[config.mk]
export PLATFORM = sky130hd
export DESIGN_NAME = mgia_line_fetcher_flat
export DESIGN_NICKNAME = d
export VERILOG_FILES = /design/src/rtl/mgia_line_fetcher_pkg.sv /design/src/rtl/mgia_line_fetcher_if.sv /design/src/rtl/mgia_line_fetcher.sv /design/src/flat_wrapper.sv
export SDC_FILE = /design/constraint.sdc
export NUM_CORES = 1
export LEC_CHECK = 0
export CAP_MARGIN = 10
export CORE_MARGIN = 4
export CORE_UTILIZATION = 48
export CTS_BUF_LIST = sky130_fd_sc_hd__clkbuf_2
export DETAILED_ROUTE_END_ITERATION = 7
export MAX_ROUTING_LAYER = met4
export PLACE_DENSITY = 0.85
export SYNTH_ARGS = -nofsm -noshare
export SYNTH_HDL_FRONTEND = slang
export SYNTH_SLANG_ARGS = --single-unit
export TNS_END_PERCENT = 30
[constraint.sdc]
create_clock -name CLK_I -period 2.2 [get_ports CLK_I]
set_input_delay 0.33 -clock CLK_I [delete_from_list [all_inputs] [get_ports CLK_I]]
set_output_delay 0.33 -clock CLK_I [all_outputs]
set_load 0.02 [all_outputs]
[src/rtl/mgia_line_fetcher_pkg.sv]
// Shared MGIA definitions for the scan-line fetcher.
// Contents: default words per line, line-buffer address width,
// framebuffer data width and the fetcher state encoding.
package mgia_line_fetcher_pkg;

  // 640 px at 1 bpp, fetched as 16-bit words
  localparam int unsigned WordsPerLineDef = 40;
  localparam int unsigned LineAdrW        = 6;
  localparam int unsigned DataW           = 16;

  typedef enum logic {
    StIdle  = 1'b0,
    StFetch = 1'b1
  } fetch_state_e;

endpackage

[src/rtl/mgia_line_fetcher_if.sv]
// Bus bundle between the line fetcher, video memory (Wishbone read side)
// and the line buffer store port.
//   M_CYC_O/M_STB_O/M_ADR_O : master request towards memory
//   M_DAT_I/M_ACK_I         : memory response
//   S_ADR_O/S_DAT_O/S_WE_O  : line-buffer store port
interface mgia_line_fetcher_if #(
  parameter int unsigned ADR_W = 23
);
  logic                                      M_CYC_O;
  logic                                      M_STB_O;
  logic [ADR_W-1:0]                          M_ADR_O;
  logic [mgia_line_fetcher_pkg::DataW-1:0]    M_DAT_I;
  logic                                      M_ACK_I;
  logic [mgia_line_fetcher_pkg::LineAdrW-1:0] S_ADR_O;
  logic [mgia_line_fetcher_pkg::DataW-1:0]    S_DAT_O;
  logic                                      S_WE_O;

  modport master (
    output M_CYC_O, M_STB_O, M_ADR_O, S_ADR_O, S_DAT_O, S_WE_O,
    input  M_DAT_I, M_ACK_I
  );

  modport slave (
    input  M_CYC_O, M_STB_O, M_ADR_O, S_ADR_O, S_DAT_O, S_WE_O,
    output M_DAT_I, M_ACK_I
  );
endinterface

[src/rtl/mgia_line_fetcher.sv]
// Wishbone read master that streams one scan line of framebuffer words into
// the line buffer on every line-start pulse, tracking the line pointer across
// the frame and reloading it at vertical sync.
//   CLK_I, RST_I  : clock, synchronous active-high reset
//   VSYNC_I       : request line-pointer reload from FB_BASE_I
//   HSTART_I      : start fetching the next line
//   FB_BASE_I     : framebuffer word base address
//   BUSY_O        : line fetch in progress
//   OVERRUN_O     : pulse when HSTART_I arrives while busy
//   bus           : memory master + line-buffer store port
module mgia_line_fetcher
  import mgia_line_fetcher_pkg::*;
#(
  parameter int unsigned WORDS_PER_LINE = WordsPerLineDef,
  parameter int unsigned ADR_W          = 23
) (
  input  logic                       CLK_I,
  input  logic                       RST_I,
  input  logic                       VSYNC_I,
  input  logic                       HSTART_I,
  input  logic [ADR_W-1:0]           FB_BASE_I,
  output logic                       BUSY_O,
  output logic                       OVERRUN_O,
  mgia_line_fetcher_if.master        bus
);

  localparam logic [LineAdrW-1:0] LastIdx = LineAdrW'(WORDS_PER_LINE - 1);

  fetch_state_e         state_q, state_d;
  logic [ADR_W-1:0]     line_ptr_q, line_ptr_d;
  logic [LineAdrW-1:0]  idx_q, idx_d;
  logic                 reload_pend_q, reload_pend_d;
  logic [ADR_W-1:0]     adr_q, adr_d;
  logic                 s_we_q, s_we_d;
  logic [LineAdrW-1:0]  s_adr_q, s_adr_d;
  logic [DataW-1:0]     s_dat_q, s_dat_d;
  logic                 overrun_q, overrun_d;

  always_comb begin
    state_d       = state_q;
    line_ptr_d    = line_ptr_q;
    idx_d         = idx_q;
    reload_pend_d = reload_pend_q;
    adr_d         = adr_q;
    s_we_d        = 1'b0;
    s_adr_d       = s_adr_q;
    s_dat_d       = s_dat_q;
    overrun_d     = 1'b0;

    unique case (state_q)
      StIdle: begin
        if (VSYNC_I) begin
          line_ptr_d = FB_BASE_I;
        end
        // line_ptr_d already reflects a same-cycle reload
        if (HSTART_I) begin
          idx_d   = '0;
          adr_d   = line_ptr_d;
          state_d = StFetch;
        end
      end
      StFetch: begin
        if (VSYNC_I) begin
          reload_pend_d = 1'b1;
        end
        if (HSTART_I) begin
          overrun_d = 1'b1;
        end
        if (bus.M_ACK_I) begin
          s_we_d  = 1'b1;
          s_adr_d = idx_q;
          s_dat_d = bus.M_DAT_I;
          idx_d   = idx_q + 1'b1;
          // adr_q always equals line_ptr_q + idx_q while fetching
          adr_d   = adr_q + ADR_W'(1);
          if (idx_q == LastIdx) begin
            state_d       = StIdle;
            line_ptr_d    = (reload_pend_q || VSYNC_I) ? FB_BASE_I
                                                       : line_ptr_q + ADR_W'(WORDS_PER_LINE);
            reload_pend_d = 1'b0;
          end
        end
      end
      default: state_d = StIdle;
    endcase
  end

  always_ff @(posedge CLK_I) begin
    if (RST_I) begin
      state_q       <= StIdle;
      line_ptr_q    <= FB_BASE_I;
      idx_q         <= '0;
      reload_pend_q <= 1'b0;
      adr_q         <= '0;
      s_we_q        <= 1'b0;
      s_adr_q       <= '0;
      s_dat_q       <= '0;
      overrun_q     <= 1'b0;
    end else begin
      state_q       <= state_d;
      line_ptr_q    <= line_ptr_d;
      idx_q         <= idx_d;
      reload_pend_q <= reload_pend_d;
      adr_q         <= adr_d;
      s_we_q        <= s_we_d;
      s_adr_q       <= s_adr_d;
      s_dat_q       <= s_dat_d;
      overrun_q     <= overrun_d;
    end
  end

  assign bus.M_CYC_O = (state_q == StFetch);
  assign bus.M_STB_O = (state_q == StFetch);
  assign bus.M_ADR_O = adr_q;
  assign bus.S_WE_O  = s_we_q;
  assign bus.S_ADR_O = s_adr_q;
  assign bus.S_DAT_O = s_dat_q;
  assign BUSY_O      = (state_q == StFetch);
  assign OVERRUN_O   = overrun_q;

endmodule
[src/flat_wrapper.sv]
// flat-port wrapper written by rule: the top's interface ports become plain ports
module mgia_line_fetcher_flat import mgia_line_fetcher_pkg::*;
#(
  parameter int unsigned WORDS_PER_LINE = WordsPerLineDef,
  parameter int unsigned ADR_W          = 23
)
  (CLK_I, RST_I, VSYNC_I, HSTART_I, FB_BASE_I, BUSY_O, OVERRUN_O, bus_M_CYC_O, bus_M_STB_O, bus_M_ADR_O, bus_S_ADR_O, bus_S_DAT_O, bus_S_WE_O, bus_M_DAT_I, bus_M_ACK_I);
  mgia_line_fetcher_if #(.ADR_W(ADR_W)) bus_i ();
  input  logic CLK_I;
  input  logic RST_I;
  input  logic VSYNC_I;
  input  logic HSTART_I;
  input  logic [ADR_W-1:0] FB_BASE_I;
  output logic BUSY_O;
  output logic OVERRUN_O;
  output wire logic [$bits(bus_i.M_CYC_O)-1:0] bus_M_CYC_O;
  output wire logic [$bits(bus_i.M_STB_O)-1:0] bus_M_STB_O;
  output wire logic [$bits(bus_i.M_ADR_O)-1:0] bus_M_ADR_O;
  output wire logic [$bits(bus_i.S_ADR_O)-1:0] bus_S_ADR_O;
  output wire logic [$bits(bus_i.S_DAT_O)-1:0] bus_S_DAT_O;
  output wire logic [$bits(bus_i.S_WE_O)-1:0] bus_S_WE_O;
  input wire logic [$bits(bus_i.M_DAT_I)-1:0] bus_M_DAT_I;
  input wire logic [$bits(bus_i.M_ACK_I)-1:0] bus_M_ACK_I;
  assign bus_M_CYC_O = bus_i.M_CYC_O;
  assign bus_M_STB_O = bus_i.M_STB_O;
  assign bus_M_ADR_O = bus_i.M_ADR_O;
  assign bus_S_ADR_O = bus_i.S_ADR_O;
  assign bus_S_DAT_O = bus_i.S_DAT_O;
  assign bus_S_WE_O = bus_i.S_WE_O;
  assign bus_i.M_DAT_I = bus_M_DAT_I;
  assign bus_i.M_ACK_I = bus_M_ACK_I;
  mgia_line_fetcher #(.WORDS_PER_LINE(WORDS_PER_LINE), .ADR_W(ADR_W)) u_core (.CLK_I(CLK_I), .RST_I(RST_I), .VSYNC_I(VSYNC_I), .HSTART_I(HSTART_I), .FB_BASE_I(FB_BASE_I), .BUSY_O(BUSY_O), .OVERRUN_O(OVERRUN_O), .bus(bus_i));
endmodule
After elaboration in Yosys (flattened, before gate mapping)
Index checks and enable logic that the tools add are counted.
Widths: inputs -> output; s select.
Storage, ports and cells
  register bits: 78
  input bits: 44
  output and inout bits: 50
  logic and storage cells: 43
Operators by class
  add/sub/neg operators: 3
  equal/unequal tests: 5
  mux-type cells: 20
  bitwise operators: 1
  reduce and logical (&&, ||, !) cells: 5
Operators by type and width (number)
  $mux 23: 7
  $pmux 23 s2: 2
  $add 23x1->23 const B: 1
  $add 23x6->23 const B: 1
  $mux 6: 2
  $pmux 6 s2: 1
  $mux 1: 7
  $add 6x1->6 const B: 1
  $eq 6x6->1 const B: 1
  $ne 3x3->1 const B: 2
  $reduce_and 2->1: 3
  $ne 2x2->1 const B: 2
  $pmux 1 s2: 1
  $reduce_or 2->1: 1
  $logic_or 1x1->1: 1
  $not 1->1: 1

Longest topological paths before layout
  depth after elaboration: 6
  mapped depth: 8
  gate-level depth less buffers: 6

Worst setup path after synthesis
Ideal clock, no wire load.
  path type: flip-flop to flip-flop
  start point: register u_core.state_q (netlist: u_core.BUSY_O)
  end point: register u_core.line_ptr_q[10] (enable)
  library setup time: 453 ps
  arrival: 1960 ps
  required time: 1747 ps
  path slack: -212 ps
  stages on the path, launching flop included: 5
  clock period less this slack: 2412 ps
  cells stage by stage: dfxtp_1 clkbuf_1 clkbuf_1 clkbuf_1 nand3_1
On the way
  longest elaborated chain between the ends: 2
  elaborated cells on any way between the ends: 3
  those cells by class: eq/ne: 2; reduce/logical: 1
RTL lines
  from (decl): line mgia_line_fetcher.sv:29  | fetch_state_e state_q, state_d;
  from (signal assigned): line mgia_line_fetcher.sv:90  | state_q <= StIdle;
  from (signal assigned): line mgia_line_fetcher.sv:100  | state_q <= state_d;
  $ne 3x3->1 (no line)
  $reduce_and 2->1 (no line) *
  to (signal assigned): line mgia_line_fetcher.sv:101  | line_ptr_q <= line_ptr_d;
  to (decl): line mgia_line_fetcher.sv:30  | logic [ADR_W-1:0] line_ptr_q, line_ptr_d;
Mark *: on every way between the ends. The rest lies on a longest branch, timed or not.
A chain may end at the register's enable or synchronous reset.

Worst setup path after layout
  start point: register u_core.adr_q[13] (netlist: u_core.bus.M_ADR_O[13])
  end point: output port bus_M_ADR_O[13]
RTL lines
  from (decl): line mgia_line_fetcher.sv:33  | logic [ADR_W-1:0] adr_q, adr_d;
  from (signal assigned): line mgia_line_fetcher.sv:104  | adr_q <= adr_d;
  to (decl): line flat_wrapper.sv:18  | output wire logic [$bits(bus_i.M_ADR_O)-1:0] bus_M_ADR_O;
No word-level cell between the ends.

==> out/summary.md <==
## Outcome
- status: finished clean

## STA
- fmax: 477 MHz
- slew of the pin with the lowest slew margin: 0.781 ns
- relative slew slack: 47.5%
- crit share post-route: 95.2%
- worst setup skew after layout: 0.0237 ns
- final period demand of the worst path: 2.09 ns
- count of endpoints failing setup in the final report: 0
- final hold slack: 0.227 ns
- RSZ-0062 raised after global routing: yes
- Final Max Tran Viols: 0
- Setup TNS: 0 ns
- final hold violation count: 0

## Floorplanning
- core area: 0.00872 mm²
- top-level port count: 94
- Site Rows: 34
- Initial Util: 49.4%
- die outline width: 103 µm
- height of the die: 103 µm
- total die area: 0.0106 mm²

## Synthesis
- count of synthesis-stage warnings from yosys: 0
- number of flops mapped to enable cells by yosys: 23
- syn nets: 563
- Async S/R FF share, synth: 0%
- library cell with the largest summed area after synthesis: sky130_fd_sc_hd__dfxtp_1
- post-synth design cell area: 0.00431 mm²
- cell types occupying the most area after synthesis: sky130_fd_sc_hd__dfxtp_1 26%, sky130_fd_sc_hd__edfxtp_1 16%, sky130_fd_sc_hd__nand2_1 8.0%
- sequential fraction of the synthesis area: 41.6%
- most numerous cell types in the synthesized netlist: 92 x sky130_fd_sc_hd__nand2_1, 55 x sky130_fd_sc_hd__dfxtp_1, 50 x sky130_fd_sc_hd__a21oi_1, 47 x sky130_fd_sc_hd__nor2_1, 28 x sky130_fd_sc_hd__o21ai_0
- library cell with the highest instance count after synthesis: sky130_fd_sc_hd__nand2_1
- Yosys top cell area share: 25.6%
- Unique masters post-synth: 58
- synthesized area per cell: 8.35 µm²
- number of instances in the synthesized netlist: 516
- #FFs+latches synth: 78
- primary flip-flop cell chosen by synthesis mapping: sky130_fd_sc_hd__dfxtp_1

## Worst setup path
- crit-path cells: clkdlybuf4s50_1
- highest cell delay on the worst timing path: 0.68 ns
- Crit-path slowest cell: sky130_fd_sc_hd__clkdlybuf4s50_1
- Crit path max-delay family: buffers and inverters
- highest fanout seen on the critical path: 7
- Crit path arrival time: 1.76 ns
- Critical Path Start Type: flop
- count of buffering cells on the critical path with inverters included: 1
- Worst Path Required: 1.87 ns
- path type of the worst setup path: reg -> out
- Worst setup EP type: primary output

## Global routing
- largest net degree at the start of global routing: 42
- global-route wire length before repair: 20000 µm
- leftover overflow at the end of global routing: 0
- antenna violations before repair: 0
- number of global-route vias before repair: 4063
- total routing resource utilization after global routing: 24.7%

## Clock tree
- cts bufs inserted: 9
- clock latency at the later pin of the worst-skew pair: 0.56 ns
- clk buf depth: 2
- Clock Sink Count: 78
- number of levels the H-tree was split into: 3
- CTS tree: done
- root buf cell: sky130_fd_sc_hd__clkbuf_2
- Clock Pin Slew Worst Setup and Hold Paths: 0.24 ns

## Drt
- total number of vias: 4397
- vias per cell: 6.03
- final routed wire length divided by cell count: 17.1 µm
- total detailed-routing wirelength: 12400 µm
- drt first pass iters: 5
- DRC violations left: 0
- number of nets with antenna violations after routing: 0
- number of DRC violations after detailed-routing iteration 0: 450

## Final layout
- final cell area excluding filler cells: 0.00559 mm²
- area delta synth->final: 29.9%
- filler instances: 734
- diode insertion count for antenna repair: 0
- Non-Filler Instances: 729
- Final Core Density: 64.1%
- nets@finish: 663
- share of layout cells above drive strength 1: 11.6%

## Power
- pwr/cell area: 593 mW/mm²
- Max rail drop VDD: 0.000408 V
- leakage power summed over all cells: 2.05 nW

## Placement
- hpwl dp: 9030 µm
- Placed Cells: 712
- GPL Wtd Cong: 0.951
- post-detailed-placement cell area: 0.00547 mm²
- count of input and output buffers: 93

## Flow run
- max-cap check violation count: 0

## Hold path
- worst min path class: in -> reg

==> registers in the layout, indices dropped and copies added (netlist names) <==
signal,count
u_core.BUSY_O,1
u_core.OVERRUN_O,1
u_core.bus.M_ADR_O,23
u_core.bus.S_ADR_O,6
u_core.bus.S_DAT_O,16
u_core.bus.S_WE_O,1
u_core.idx_q,6
u_core.line_ptr_q,23
u_core.reload_pend_q,1
==> cell usage in the layout (no fill, tap or decap), types with 5 or more instances in the layout <==
cell type / count
sky130_fd_sc_hd__nand3_1: 13
sky130_fd_sc_hd__dfxtp_1: 54
sky130_fd_sc_hd__inv_6: 5
sky130_fd_sc_hd__nand2_1: 92
sky130_fd_sc_hd__clkdlybuf4s50_1: 92
sky130_fd_sc_hd__xor2_1: 5
sky130_fd_sc_hd__nand4_1: 10
sky130_fd_sc_hd__nand2b_1: 5
sky130_fd_sc_hd__nor3_1: 11
sky130_fd_sc_hd__edfxtp_1: 23
sky130_fd_sc_hd__o22ai_1: 6
sky130_fd_sc_hd__nor2_1: 47
sky130_fd_sc_hd__buf_4: 29
sky130_fd_sc_hd__inv_1: 6
sky130_fd_sc_hd__mux2i_1: 20
sky130_fd_sc_hd__a211oi_1: 6
sky130_fd_sc_hd__a21oi_1: 50
sky130_fd_sc_hd__clkbuf_2: 9
sky130_fd_sc_hd__and3_1: 6
sky130_fd_sc_hd__o21ai_0: 28
sky130_fd_sc_hd__xnor2_1: 6
sky130_fd_sc_hd__mux2_2: 14
sky130_fd_sc_hd__a22oi_1: 9
==> area by class of cell <==
type	instances	area [µm²]	area share, %
flip-flops and latches	78	1800	32.1
multi-input cells	396	2350	42.0
repair buffers	124	1180	21.2
clock buffers	9	45.0	0.805
inverters	7	26.3	0.470
clock inverters	7	61.3	1.10
well taps	108	135	2.42
==> stage by stage <==
stage	worst slack, ns	power [W]
3_5_place_dp	0.0591	0.00257
6_report	0.105	0.00332
5_1_grt	-0.0418	0.00348
2_1_floorplan	0.0301	0.00220
4_1_cts	0.0297	0.00332
3_3_place_gp	0.127	0.00255
==> where the power goes <==
part           leakage [nW]  internal (W)  switching [W]
registers             0.692       0.00161       0.000128
clock network        0.0683      0.000176       0.000583
logic                  1.29      0.000392       0.000435
total                  2.05       0.00217        0.00115
==> metal layers <==
layer / up-vias / part of all wire [%] / GRT usage (%)
li1: 2083 / - / -
met5: - / 0 / -
met3: 22 / 9.4 / 5.14
met4: 0 / 1.5 / 6.96
met2: 258 / 46 / 37.5
met1: 2034 / 43 / 33.3
==> worst paths after layout <==
check / start / end / slack (ns) / depth (start not counted)
max: u_core.bus.M_ADR_O[13] / bus_M_ADR_O[13] / 0.11 / 1
min: RST_I / u_core.BUSY_O / 0.23 / 3
max reg2reg: u_core.bus.M_ADR_O[0] / u_core.bus.M_ADR_O[22] / 0.11 / 6
min reg2reg: u_core.bus.S_DAT_O[3] / u_core.bus.S_DAT_O[3] / 0.47 / 2
==> worst register-to-register path: stages, from the launching register on <==
cell	delay (ns)
sky130_fd_sc_hd__dfxtp_1	0.51
sky130_fd_sc_hd__ha_1	0.25
sky130_fd_sc_hd__nand4_1	0.27
sky130_fd_sc_hd__nor4_2	0.38
sky130_fd_sc_hd__nand2b_1	0.17
sky130_fd_sc_hd__o32a_1	0.35
sky130_fd_sc_hd__a21oi_1	0.14
==> cell families (layout without fill, tap and decap cells) <==
kind of cell	count (synthesis)	count (layout)	synth area share (%)
AOI/OAI and AO/OA	137	137	19.9
muxes	34	34	8.31
buffers and inverters	42	147	4.10
DFF	78	78	41.6
and+or+nand+nor	211	211	23.0
adders and majority gates	3	3	0.872
xor gates and xnor gates	11	11	2.24
==> timing repair <==
action | in CTS | in global routing
setup buffers | 1 | 0
resized for setup | 2 | 1
pin swaps | 0 | 0
hold buffers | 0 | 0
setup endpoints to repair | 3 | 4
(Power assumes the default switching activity.)
